[config.mk]
export PLATFORM = sky130hd
export DESIGN_NAME = i_pixel_writer_flat
export DESIGN_NICKNAME = d
export VERILOG_FILES = /design/src/rtl/i_pixel_writer_if.sv /design/src/rtl/i_pixel_writer.sv /design/src/flat_wrapper.sv
export SDC_FILE = /design/constraint.sdc
export NUM_CORES = 1
export LEC_CHECK = 0
export BUFFER_PORTS_ARGS = -buffer_cell sky130_fd_sc_hd__buf_4
export CORE_MARGIN = 2
export CORE_UTILIZATION = 49
export CTS_CLUSTER_DIAMETER = 30
export DETAILED_ROUTE_END_ITERATION = 8
export PLACE_DENSITY = 0.86
export SYNTH_ARGS = -nofsm -noshare
export SYNTH_HDL_FRONTEND = slang
export SYNTH_SLANG_ARGS = --single-unit
[constraint.sdc]
create_clock -name clk -period 3.7 [get_ports clk]
set_clock_uncertainty 0.05 [all_clocks]
set_input_delay 0.185 -clock clk [delete_from_list [all_inputs] [get_ports clk]]
set_output_delay 0.185 -clock clk [all_outputs]
set_load 0.005 [all_outputs]
[src/rtl/i_pixel_writer_if.sv]
// Pixel stream and memory write bus for i_pixel_writer.
// master = the writer itself, slave = the upstream source plus the memory it writes to.
interface i_pixel_writer_if #(
    parameter int unsigned DATA_W = 8,
    parameter int unsigned ADDR_W = 24
);
    logic              pix_valid;
    logic [DATA_W-1:0] pix_data;
    logic              pix_ready;
    logic              mem_wr;
    logic [ADDR_W-1:0] mem_addr;
    logic [DATA_W-1:0] mem_wdata;
    logic              mem_ack;

    modport master (
        input  pix_valid, pix_data, mem_ack,
        output pix_ready, mem_wr, mem_addr, mem_wdata
    );

    modport slave (
        output pix_valid, pix_data, mem_ack,
        input  pix_ready, mem_wr, mem_addr, mem_wdata
    );
endinterface

[src/rtl/i_pixel_writer.sv]
// Writes one frame of pixels to linear memory starting at base_addr.
// One pixel per write; the address advances by incrementing, never by multiplying.
module i_pixel_writer #(
    parameter int unsigned DATA_W = 8,
    parameter int unsigned ADDR_W = 24
) (
    input  logic                  clk,
    input  logic                  n_rst,
    input  logic                  start,
    input  logic                  abort,
    input  logic [12:0]           img_width,
    input  logic [12:0]           img_height,
    input  logic [ADDR_W-1:0]     base_addr,
    output logic [12:0]           col,
    output logic [12:0]           row,
    output logic                  busy,
    output logic                  frame_done,
    output logic                  cfg_err,
    i_pixel_writer_if.master      bus
);
    localparam int unsigned DIM_W = 13;

    typedef enum logic [1:0] {
        IDLE   = 2'd0,
        ACCEPT = 2'd1,
        WRITE  = 2'd2,
        DONE   = 2'd3
    } state_t;

    state_t            state_q, state_d;
    logic [DIM_W-1:0]  width_q, width_d;
    logic [DIM_W-1:0]  height_q, height_d;
    logic [DIM_W-1:0]  col_q, col_d;
    logic [DIM_W-1:0]  row_q, row_d;
    logic [ADDR_W-1:0] addr_q, addr_d;
    logic [DATA_W-1:0] wdata_q, wdata_d;
    logic              cfg_err_q, cfg_err_d;
    logic              last_col;
    logic              last_row;

    assign last_col = (col_q == width_q - DIM_W'(1));
    assign last_row = (row_q == height_q - DIM_W'(1));

    // State register and datapath registers
    always_ff @(posedge clk or negedge n_rst) begin
        if (!n_rst) begin
            state_q   <= IDLE;
            width_q   <= '0;
            height_q  <= '0;
            col_q     <= '0;
            row_q     <= '0;
            addr_q    <= '0;
            wdata_q   <= '0;
            cfg_err_q <= 1'b0;
        end else begin
            state_q   <= state_d;
            width_q   <= width_d;
            height_q  <= height_d;
            col_q     <= col_d;
            row_q     <= row_d;
            addr_q    <= addr_d;
            wdata_q   <= wdata_d;
            cfg_err_q <= cfg_err_d;
        end
    end

    // Next-state and datapath update; abort overrides every other input
    always_comb begin
        state_d   = state_q;
        width_d   = width_q;
        height_d  = height_q;
        col_d     = col_q;
        row_d     = row_q;
        addr_d    = addr_q;
        wdata_d   = wdata_q;
        cfg_err_d = 1'b0;

        if (abort) begin
            state_d = IDLE;
        end else begin
            case (state_q)
                IDLE: begin
                    if (start) begin
                        if ((img_width != '0) && (img_height != '0)) begin
                            width_d  = img_width;
                            height_d = img_height;
                            col_d    = '0;
                            row_d    = '0;
                            addr_d   = base_addr;
                            state_d  = ACCEPT;
                        end else begin
                            cfg_err_d = 1'b1;
                        end
                    end
                end
                ACCEPT: begin
                    if (bus.pix_valid) begin
                        wdata_d = bus.pix_data;
                        state_d = WRITE;
                    end
                end
                WRITE: begin
                    if (bus.mem_ack) begin
                        if (last_col && last_row) begin
                            state_d = DONE;
                        end else begin
                            addr_d  = addr_q + ADDR_W'(1);
                            state_d = ACCEPT;
                            if (last_col) begin
                                col_d = '0;
                                row_d = row_q + DIM_W'(1);
                            end else begin
                                col_d = col_q + DIM_W'(1);
                            end
                        end
                    end
                end
                DONE: begin
                    state_d = IDLE;
                end
                default: begin
                    state_d = IDLE;
                end
            endcase
        end
    end

    // Outputs decode directly from registered state so reset clears them immediately
    assign bus.pix_ready = (state_q == ACCEPT);
    assign bus.mem_wr    = (state_q == WRITE);
    assign bus.mem_addr  = addr_q;
    assign bus.mem_wdata = wdata_q;
    assign col           = col_q;
    assign row           = row_q;
    assign busy          = (state_q != IDLE);
    assign frame_done    = (state_q == DONE);
    assign cfg_err       = cfg_err_q;
endmodule

[src/flat_wrapper.sv]
// flat-port wrapper written by rule: the top's interface ports become plain ports
module i_pixel_writer_flat 
#(
    parameter int unsigned DATA_W = 8,
    parameter int unsigned ADDR_W = 24
)
  (clk, n_rst, start, abort, img_width, img_height, base_addr, col, row, busy, frame_done, cfg_err, bus_pix_valid, bus_pix_data, bus_mem_ack, bus_pix_ready, bus_mem_wr, bus_mem_addr, bus_mem_wdata);
  i_pixel_writer_if #(.DATA_W(DATA_W), .ADDR_W(ADDR_W)) bus_i ();
  input  logic clk;
  input  logic n_rst;
  input  logic start;
  input  logic abort;
  input  logic [12:0] img_width;
  input  logic [12:0] img_height;
  input  logic [ADDR_W-1:0] base_addr;
  output logic [12:0] col;
  output logic [12:0] row;
  output logic busy;
  output logic frame_done;
  output logic cfg_err;
  input wire logic [$bits(bus_i.pix_valid)-1:0] bus_pix_valid;
  input wire logic [$bits(bus_i.pix_data)-1:0] bus_pix_data;
  input wire logic [$bits(bus_i.mem_ack)-1:0] bus_mem_ack;
  output wire logic [$bits(bus_i.pix_ready)-1:0] bus_pix_ready;
  output wire logic [$bits(bus_i.mem_wr)-1:0] bus_mem_wr;
  output wire logic [$bits(bus_i.mem_addr)-1:0] bus_mem_addr;
  output wire logic [$bits(bus_i.mem_wdata)-1:0] bus_mem_wdata;
  assign bus_i.pix_valid = bus_pix_valid;
  assign bus_i.pix_data = bus_pix_data;
  assign bus_i.mem_ack = bus_mem_ack;
  assign bus_pix_ready = bus_i.pix_ready;
  assign bus_mem_wr = bus_i.mem_wr;
  assign bus_mem_addr = bus_i.mem_addr;
  assign bus_mem_wdata = bus_i.mem_wdata;
  i_pixel_writer #(.DATA_W(DATA_W), .ADDR_W(ADDR_W)) u_core (.clk(clk), .n_rst(n_rst), .start(start), .abort(abort), .img_width(img_width), .img_height(img_height), .base_addr(base_addr), .col(col), .row(row), .busy(busy), .frame_done(frame_done), .cfg_err(cfg_err), .bus(bus_i));
endmodule
==> impl_results.md, run 1 <==
- Static leakage: 3.15 nW
- Worst vdd ir: 0.251 mV
- Die height: 109 um
- CP Max Fanout: 17
- Final setup violation count: 0
- Hpwl dp: 10900 um
- Place WS: 0.253 ns
- Initial Util: 49.8%
- Status: complete, no violations
- Grt ovf: 0
- Worst Path Required: 3.96 ns
- CTS Buf Count: 9
- Syn-to-layout area delta: 29.3%
- Post-synth EDFFs: 0
- Final setup margin: 0.211 ns
- Synth Register Bits: 87
- Setup TNS: 0 ns
- Post-CTS sizing: 0
- RSZ-0062 raised after global routing: false
- Final Max Slew Viols: 0
- Largest net degree at the start of global routing: 63
- Root buf cell: clkbuf_8
- Worst-skew pair later-pin latency: 0.37 ns
- Reg2Reg Setup Slack: 0.21 ns
- # diodes: 0
- Nets: 850
- Buffers added on ports: 126
- Distinct cells, synth: 66
- Fin. Hold Viols: 0
- RD Place Congestion: 0.918
- Max clock buf depth: 2
- Overall Power: 2.79 mW
- Critical path startpoint: u_core.height_q[0]
- Worst slew pin tran: 0.878 ns
- Slew margin rel.: 41.1%
- Worst r2r src: u_core.height_q[0]
- Tmin final: 3.49 ns
- Startpoint types: register
- Syn_area_per_cell: 8.48 um^2
- CTS tree: built
- PD cells: 402 nW/um^2
- Synth Area in Adders: 1.16%
- Vias in the first global route: 5224
- Vias per cell: 5.98
- Initial DRC Count: 651
- DRC Markers: 0
- Compound-Gate Fraction of Synth Area: 20.4%
- Fmax: 287 MHz
- Synth Instances: 634
- Mapped Area: 5380 um^2
- Ys flop type: dfrtp_1
- Max Cap Viol: 0
- Reg-to-reg critical path endpoint: u_core.row[3]
- WL/cell: 16.9 um
- Hold Crit Class: input port to register
- Inst Count DP: 880
- I/O pin count: 127
- First-pass GRT wire length: 25600 um
- Critical Path AT: 3.75 ns
- Clk slew on worst S/H paths: 0.09 ns
- Simple-Gate Fraction of Synth Area: 26.1%
- Worst setup endpoint: u_core.row[3]
- Seq/Total Area, Yosys: 40.5%
- Fin cells: 926
- Largest family of logic cells by synthesized area: simple AND/OR/NAND/NOR gates
- Antenna violations before repair: 0
- Die Area: 11800 um^2
- R2R depth: 11
- CTS H-tree lvls: 3
- Drt total wl: 15600 um
- Total GRT Usage: 27.2%
- Clock Sinks: 87
- Core Area: 10800 um^2
- Antenna Nets Post-Route: 0
- Synthesis Warnings: 0
- Mux share of post-synthesis cell area: 2.26%
- Period utilization: 94.3%
- Vias after detailed routing: 5539
- Drt pass-1 iters: 5
- Synth Net Count: 703
- CP Class: register to register
- Std-Cell Rows: 38
- Die Wd: 109 um
- Worst setup EP type: register
- Post-synth ARST share: 100%
- Share of layout cells above drive strength 1: 22.8%
- Xor/xnor share of the synthesized area: 5.05%
## cell type report
type,count,area (um^2)
timing repair buffer,170,1360
sequential,87,2180
inverter,18,67.6
tap,140,175
multi-input combinational,495,2970
clock buffer,12,145
clock inverter,4,55.1
fill,866,3840
## power by group
part / total [mW] / switching, mW / internal [mW]
sequential: 1.29 / 0.197 / 1.10
clock: 0.681 / 0.347 / 0.334
combinational: 0.820 / 0.395 / 0.425
## layer usage
layer	global-route usage [%]	routed length, um	vias up
met1	38.3	6710	2625
met2	43.7	7450	278
li1	-	-	2602
met5	0	0	-
met4	8.97	322	0
met3	3.47	1130	34
## flip-flops by register name (all words and copies together), names as in the netlist
signal,cells
u_core.bus.mem_addr,24
u_core.width_q,13
u_core.row,13
u_core.state_q,2
u_core.bus.mem_wdata,8
u_core.cfg_err,1
u_core.col,13
u_core.height_q,13
## worst min path at each step
stage / start / to / slack, ns / cells past startpoint
finish: img_height[11] / u_core.height_q[11] / 0.005 / 3
global route: bus_pix_data[4] / u_core.bus.mem_wdata[4] / 0.003 / 2
CTS: bus_pix_data[2] / u_core.bus.mem_wdata[2] / 0.0001 / 2
detailed placement: n_rst / u_core.bus.mem_wdata[1] / 0.27 / 1
global placement: n_rst / u_core.bus.mem_wdata[1] / 0.26 / 1
floorplan: n_rst / u_core.bus.mem_addr[0] / -0.16 / 0
## cells in the mapped netlist (4+ instances only)
master,count,area share (%)
nand2b_1,5,0.58
buf_6,5,1.0
o21ai_0,48,4.5
nand4_1,10,1.2
a21oi_1,41,3.8
xor2_1,14,2.3
and2_1,5,0.58
mux2_2,9,1.9
clkbuf_1,19,1.3
buf_2,8,0.74
nand2_1,93,6.5
xnor2_1,17,2.8
inv_1,18,1.3
or2_2,5,0.58
o31ai_1,5,0.70
o22a_1,5,0.81
nand3b_1,4,0.56
or3_1,4,0.47
nor2_1,45,3.1
a2bb2oi_1,8,1.3
dfrtp_1,87,40
nor2b_1,5,0.58
a22o_1,9,1.5
ha_1,5,1.2
a22oi_1,4,0.56
a211oi_1,4,0.56
nor3_1,21,2.0
o22ai_1,9,1.0
nor4_1,10,1.2
and3_1,14,1.6
o211ai_1,5,0.70
nand3_1,32,3.0
or4_1,6,0.84
a31oi_1,7,0.81
## metrics by stage
step / hold WS (ns) / cell area, um^2 / utilization [%]
floorplan: -0.161 / 5380 / -
global placement: 0.262 / 6450 / 59.8
detailed placement: 0.270 / 6450 / 59.8
CTS: 0.0000971 / 6940 / 64.3
global route: 0.00286 / 6950 / 64.4
finish: 0.00465 / 6950 / 64.4
## cell families (layout without fill, tap and decap cells)
| kind of cell | after synthesis | count (layout) |
|---|---|---|
| and+or+nand+nor | 276 | 276 |
| AOI/OAI and AO/OA | 172 | 172 |
| DFF | 87 | 87 |
| buffers and inverters | 52 | 204 |
| xor gates and xnor gates | 31 | 31 |
| muxes | 11 | 11 |
| adders and majority gates | 5 | 5 |
## worst max-delay path, stage by stage, from the launching register on
cell and delay [ns]:
dfrtp_1 0.44, inv_1 0.10, ha_1 0.17, or4b_4 0.50
or4_1 0.45, xnor2_1 0.14, a2111oi_0 0.37, nand4_1 0.19
o21a_1 0.47, buf_4 0.28, o22ai_1 0.16, a41o_1 0.11
## repair_timing
item	CTS	global route
hold endpoints to repair	90	1
hold buffers	29	1
buffers inserted	0	0
## layout by cell type, fill, tap and decap left out, types with 6 or more instances in the layout
cell type / Yosys / final
a22o_1: 9 / 9
nand3_1: 32 / 32
and3_1: 14 / 14
clkbuf_8: 0 / 10
dfrtp_1: 87 / 87
nor3_1: 21 / 20
a21oi_1: 41 / 41
inv_1: 18 / 18
o21ai_0: 48 / 48
mux2_2: 9 / 9
nand4_1: 10 / 10
nand2_1: 93 / 93
nor4_1: 10 / 10
a2bb2oi_1: 8 / 8
o22ai_1: 9 / 9
nor2_1: 45 / 45
a31oi_1: 7 / 7
xnor2_1: 17 / 17
dlygate4sd3_1: 0 / 30
buf_4: 0 / 139
or4_1: 6 / 6
xor2_1: 14 / 14
(Power assumes the default switching activity.)
==> run 2: changes to the inputs <==
- ABC_AREA: default -> 1
- PLACE_DENSITY: 0.86 -> 0.85
==> run 2 against run 1 <==
Setup slack improved by 0.67 ns. Non-clock buffer count fell by 37. Combinational power rose by 99%. Power rose by 48%. Synthesized cell count rose by 47%. Synthesized area rose by 15%. Core utilization fell by 4.1 points.
==> impl_results.md, run 2 <==
- CP max stage cell: nor2_8
- Inst Count DP: 1204
- Top post-synthesis cells by area: dfrtp_1 (35%), nand2_1 (20%), nor2_1 (7.7%), nand3_1 (7.7%), inv_1 (5.2%)
- Register share of total power: 39.7%
- Fin Hold WS: 0.0120 ns
- Worst setup EP type: register
- CP Class: register to register
- Area leader, netlist: dfrtp_1
- Buffers added on ports: 126
- CTS tree: built
- Most frequent CP cell: nand2_1
- Antenna violations before repair: 0
- Slew margin rel.: 44.9%
- Vias per cell: 5.19
- Fmax: 355 MHz
- Clock power share: 21.0%
- Largest net degree at the start of global routing: 63
- Std-Cell Rows: 41
- Antenna Nets Post-Route: 0
- Distinct cells, synth: 41
- Clock Sinks: 87
- Post-synth top cells: nand2_1 (324), nor2_1 (127), nand3_1 (95), dfrtp_1 (87), inv_1 (86)
- Total GRT Usage: 25.9%
- Final setup violation count: 0
- Setup TNS: 0 ns
- Static leakage: 3.88 nW
- Status: complete, no violations
- Synth Register Bits: 87
- RD Place Congestion: 0.938
- Logic pwr share: 39.3%
- Worst Path Required: 3.89 ns
- Seq/Total Area, Yosys: 35.1%
- Max clock buf depth: 2
- I/O pin count: 127
- Drt total wl: 16800 um
- Place WS: 0.900 ns
- Sw Share: 41.3%
- Critical Path AT: 3.01 ns
- Worst-skew pair later-pin latency: 0.35 ns
- Post-synth EDFFs: 0
- FILL cells: 1178
- RSZ-0062 raised after global routing: false
- Hold Crit Depth: 2
- PD cells: 550 nW/um^2
- DRC Markers: 0
- Period utilization: 76.2%
- Crit path cell chain: inv_2 -> ha_1 -> nand2_4 -> nor2_1 -> nand2_1 -> xor2_1 -> nand2_1 -> nor2_4 -> nand3_4 -> nor2_4 -> nor2_8 -> nand2_8 -> nand2_1 -> nand2_1
- Root buf cell: clkbuf_16
- Ys flop type: dfrtp_1
- Hold Crit Class: input port to register
- First-pass GRT wire length: 27900 um
- Initial Util: 49.8%
- Share of layout cells above drive strength 1: 16.9%
- Synthesis Warnings: 0
- Synth Instances: 935
- Clk slew on worst S/H paths: 0.07 ns
- Fin cells: 1221
- Yosys top cell area share: 35.1%
- Commonest non-fill, non-tap cell in the layout: nand2_1
- Syn-to-layout area delta: 21.2%
- Overall Power: 4.14 mW
- Mapped Area: 6200 um^2
- Sw power: 1.71 mW
- Vias after detailed routing: 6334
- Initial DRC Count: 466
- Hpwl dp: 12200 um
- Power Internal: 2.43 mW
- CTS H-tree lvls: 3
- Worst slew pin tran: 0.826 ns
- Buf/Inv on CP: 1
- CTS Buf Count: 9
- Worst vdd ir: 0.353 mV
- # diodes: 0
- WL/cell: 13.8 um
- Synth Net Count: 1004
- CP delay by family, top: simple AND/OR/NAND/NOR gates
- Max Cap Viol: 0
- CP Max Fanout: 52
- Most frequent cells in the layout: nand2_1 (324), buf_4 (131), nor2_1 (127), nand3_1 (95), dfrtp_1 (87)
- Nets: 1114
- Syn_area_per_cell: 6.63 um^2
- Core Area: 12500 um^2
- Final setup margin: 0.880 ns
- Critical Path Stages: 14
- Die Area: 13600 um^2
- Final Max Slew Viols: 0
- Drt pass-1 iters: 5
- Tmin final: 2.82 ns
- Setup Buffers After CTS: 0
- R2R depth: 14
- Grt ovf: 0
- Most numerous cell in the Yosys netlist: nand2_1
- Fin. Hold Viols: 0
- Max reg flops: 24
- Max stage delay on crit path: 0.57 ns
- Vias in the first global route: 5827
- Die height: 117 um
- Startpoint types: register
- Die Wd: 117 um
- Post-synth ARST share: 100%
[run 2: cell count changes after synthesis, moves of 8 or more]
cell and change:
xor2_1 +21, and3_1 -13, a2bb2oi_1 -8, nand3_1 +63, inv_1 +68, o21ai_0 -30
a21oi_1 -22, nand2_1 +231, a22o_1 -9, nor2_1 +82
[run 2: layout make-up]
cell class	count	area (um^2)	share of cell area, %
multi-input combinational	724	3510	46.7
tap	172	215	2.86
clock inverter	5	33.8	0.449
clock buffer	10	239	3.18
sequential	87	2180	28.9
inverter	90	338	4.49
timing repair buffer	133	1000	13.3
[run 2: path summary, 6_finish.rpt]
path	from	endpoint	slack [ns]
max in group asynchronous	n_rst	u_core.bus.mem_wdata[5]	2.28
min reg2reg	u_core.bus.mem_wdata[4]	u_core.bus.mem_wdata[4]	0.46
min in group asynchronous	n_rst	u_core.bus.mem_addr[1]	0.42
max	u_core.width_q[0]	u_core.bus.mem_addr[20]	0.88
min	bus_pix_data[4]	u_core.bus.mem_wdata[4]	0.01
max reg2reg	u_core.width_q[0]	u_core.bus.mem_addr[20]	0.88
[run 2: logic make-up after synthesis]
| logic type | synth area share (%) |
|---|---|
| AO/OA/AOI/OAI | 4.17 |
| XOR/XNOR | 7.18 |
| adder cells (fa/ha/maj) | 1.01 |
| buffers and inverters | 8.25 |
| flip-flops | 35.1 |
| multiplexers | 1.45 |
| AND/OR/NAND/NOR | 42.8 |
[run 2: stage by stage]
step | instance area, um^2 | util [%]
6_report | 7520 | 60.3
5_1_grt | 7520 | 60.3
3_3_place_gp | 7230 | 58.0
3_5_place_dp | 7230 | 58.0
2_1_floorplan | 6200 | -
4_1_cts | 7520 | 60.3
[run 2: what timing repair did]
action | CTS | global route
hold endpoints to repair | 62 | 0
hold buffers | 2 | 0
resized for setup | 0 | 0
[run 2: power by group through the flow]
stage,logic [mW],clock network (mW),registers [mW]
final,1.63,0.867,1.64
after global routing,1.84,0.920,1.68
after CTS,1.63,0.883,1.63
after floorplan,1.05,0,1.55
after detailed placement,1.62,0,1.64
after global placement,1.58,0,1.64
[run 2: metal layers]
| layer | GRT usage (%) | part of all wire, % | vias to the layer above |
|---|---|---|---|
| li1 | - | - | 3166 |
| met1 | 35.9 | 45 | 2887 |
| met2 | 40.8 | 45 | 260 |
| met3 | 5.81 | 7.7 | 21 |
| met4 | 7.54 | 1.6 | 0 |
| met5 | 0 | 0 | - |
==> run 3: changes to the inputs <==
- PLACE_DENSITY: 0.85 -> 0.87
- clock period: 3.7 -> 2.5 ns (I/O delays scaled with it)
==> run 3 against run 2 <==
Hold slack lost 0.0051 ns. Power grew 58%. Maximum frequency grew 20%. Core utilization grew 5.5 points. Critical path type unchanged.
==> impl_results.md, run 3 (synthesized netlist as in run 2, its figures left out) <==
- Largest net degree at the start of global routing: 53
- Sw Share: 40.8%
- Fin cells: 1281
- Crit path cell chain: buf_4 -> nor2_4 -> nand2_4 -> nor2_4 -> nand2_1 -> nand2_1 -> nand2_1 -> clkinv_1 -> nand2_1 -> nor2_4 -> nand3_4 -> nor2_4 -> buf_12 -> nor2_8 -> buf_4 -> nand3_1 -> nand2_1
- Core Area: 12500 um^2
- Max clock buf depth: 2
- Die Wd: 117 um
- Total GRT Usage: 28.5%
- Sw power: 2.66 mW
- Most frequent CP cell: nand2_1
- Worst setup EP type: register
- Share of layout cells above drive strength 1: 21.0%
- Startpoint types: register
- Worst-skew pair later-pin latency: 0.36 ns
- Vias per cell: 5.19
- Place WS: -0.345 ns
- Static leakage: 4.19 nW
- Syn-to-layout area delta: 32.4%
- Final Max Slew Viols: 0
- Nets: 1173
- Drt total wl: 18400 um
- Drt pass-1 iters: 5
- Final setup margin: 0.157 ns
- Commonest non-fill, non-tap cell in the layout: nand2_1
- Initial DRC Count: 511
- Clk slew on worst S/H paths: 0.07 ns
- Max Cap Viol: 0
- WL/cell: 14.4 um
- Root buf cell: clkbuf_16
- Worst vdd ir: 0.531 mV
- Antenna Nets Post-Route: 0
- CP max stage cell: dfrtp_1
- First-pass GRT wire length: 30300 um
- Die Area: 13600 um^2
- Std-Cell Rows: 41
- Vias in the first global route: 6512
- Initial Util: 49.8%
- CP Max Fanout: 7
- CTS H-tree lvls: 3
- Tmin final: 2.34 ns
- Clock power share: 20.8%
- Fin. Hold Viols: 0
- Worst Path Required: 2.69 ns
- Antenna violations before repair: 0
- Fmax: 427 MHz
- Vias after detailed routing: 6642
- CP Class: register to register
- CTS tree: built
- Inst Count DP: 1223
- Hold Crit Class: input port to register
- Max stage delay on crit path: 0.39 ns
- Buf/Inv on CP: 4
- PD cells: 794 nW/um^2
- Register share of total power: 37.6%
- # diodes: 0
- CTS Buf Count: 9
- Slew margin rel.: 59.8%
- Max reg flops: 24
- Grt ovf: 0
- Period utilization: 93.7%
- Critical Path AT: 2.53 ns
- DRC Markers: 0
- CP delay by family, top: simple AND/OR/NAND/NOR gates
- I/O pin count: 127
- Buffers added on ports: 126
- Clock Sinks: 87
- Status: complete, no violations
- Final setup violation count: 0
- Worst slew pin tran: 0.602 ns
- Most frequent cells in the layout: nand2_1 (321), buf_4 (157), nor2_1 (120), nand3_1 (95), dfrtp_1 (84)
- RD Place Congestion: 0.917
- Power Internal: 3.86 mW
- Overall Power: 6.52 mW
- Logic pwr share: 41.6%
- Hpwl dp: 12500 um
- Die height: 117 um
-- run 3: changes by cell type in the layout (fill, tap and decap cells not counted), sizes merged --
cell	change
buf	+33
dlygate4sd3	+22
nor2	+3
clkinv	+2
inv	-2
bufinv	+1
nand2	+1
-- run 3: cell type report --
type | count | area (um^2)
Clock buffer | 10 | 229
Clock inverter | 6 | 61.3
Fill cell | 1074 | 4250
Inverter | 90 | 342
Multi-Input combinational cell | 728 | 3630
Sequential cell | 87 | 2180
Tap cell | 172 | 215
Timing Repair Buffer | 188 | 1550
-- run 3: path summary, 6_finish.rpt --
check	from	endpoint	slack, ns	cells past startpoint
min in group asynchronous	n_rst	u_core.bus.mem_addr[0]	0.27	2
worst max-delay path	u_core.width_q[1]	u_core.bus.mem_addr[17]	0.16	17
max in group asynchronous	n_rst	u_core.height_q[2]	1.45	3
worst min-delay path	img_height[7]	u_core.height_q[7]	0.007	3
worst max register to register	u_core.width_q[1]	u_core.bus.mem_addr[17]	0.16	17
worst min register to register	u_core.bus.mem_wdata[7]	u_core.bus.mem_wdata[7]	0.46	1
-- run 3: per-layer routing --
metal	routed length, um	track usage [%]	vias to the layer above
met5	0	0	-
li1	-	-	3286
met2	8760	46.5	285
met4	463	13.8	0
met3	1490	6.33	39
met1	7710	36.1	3032
-- run 3: worst register-to-register path, stage by stage (launching register included) --
cell and delay, ns:
dfrtp_1 0.39, buf_4 0.15, nor2_4 0.13, nand2_4 0.09, nor2_4 0.14, nand2_1 0.06
nand2_1 0.09, nand2_1 0.06, clkinv_1 0.04, nand2_1 0.07, nor2_4 0.14, nand3_4 0.12
nor2_4 0.15, buf_12 0.12, nor2_8 0.05, buf_4 0.19, nand3_1 0.08, nand2_1 0.07
-- run 3: power groups by stage --
stage,clock network [mW],logic [mW],registers (mW)
CTS,1.38,2.57,2.41
floorplan,0,1.55,2.30
detailed placement,0,2.49,2.42
finish,1.36,2.71,2.45
global route,1.44,3.05,2.52
global placement,0,2.42,2.41
-- run 3: what timing repair did --
action,CTS,global route
buffers inserted,6,8
pin swaps,3,9
gates resized for setup,3,24
gates cloned,4,0
hold buffers,24,0
hold endpoints to repair,65,0
setup endpoints to repair,50,51
-- run 3: per-stage QoR --
stage               cell area (um^2)  TNS, ns  hold WS [ns]  util (%)
CTS                             8040        0       0.00321      64.5
global placement                7400   -12.30         0.108      59.3
floorplan                       6200        0        -0.221         -
global route                    8210  -0.0186        0.0133      65.9
finish                          8210        0       0.00689      65.9
detailed placement              7400   -14.56         0.114      59.3
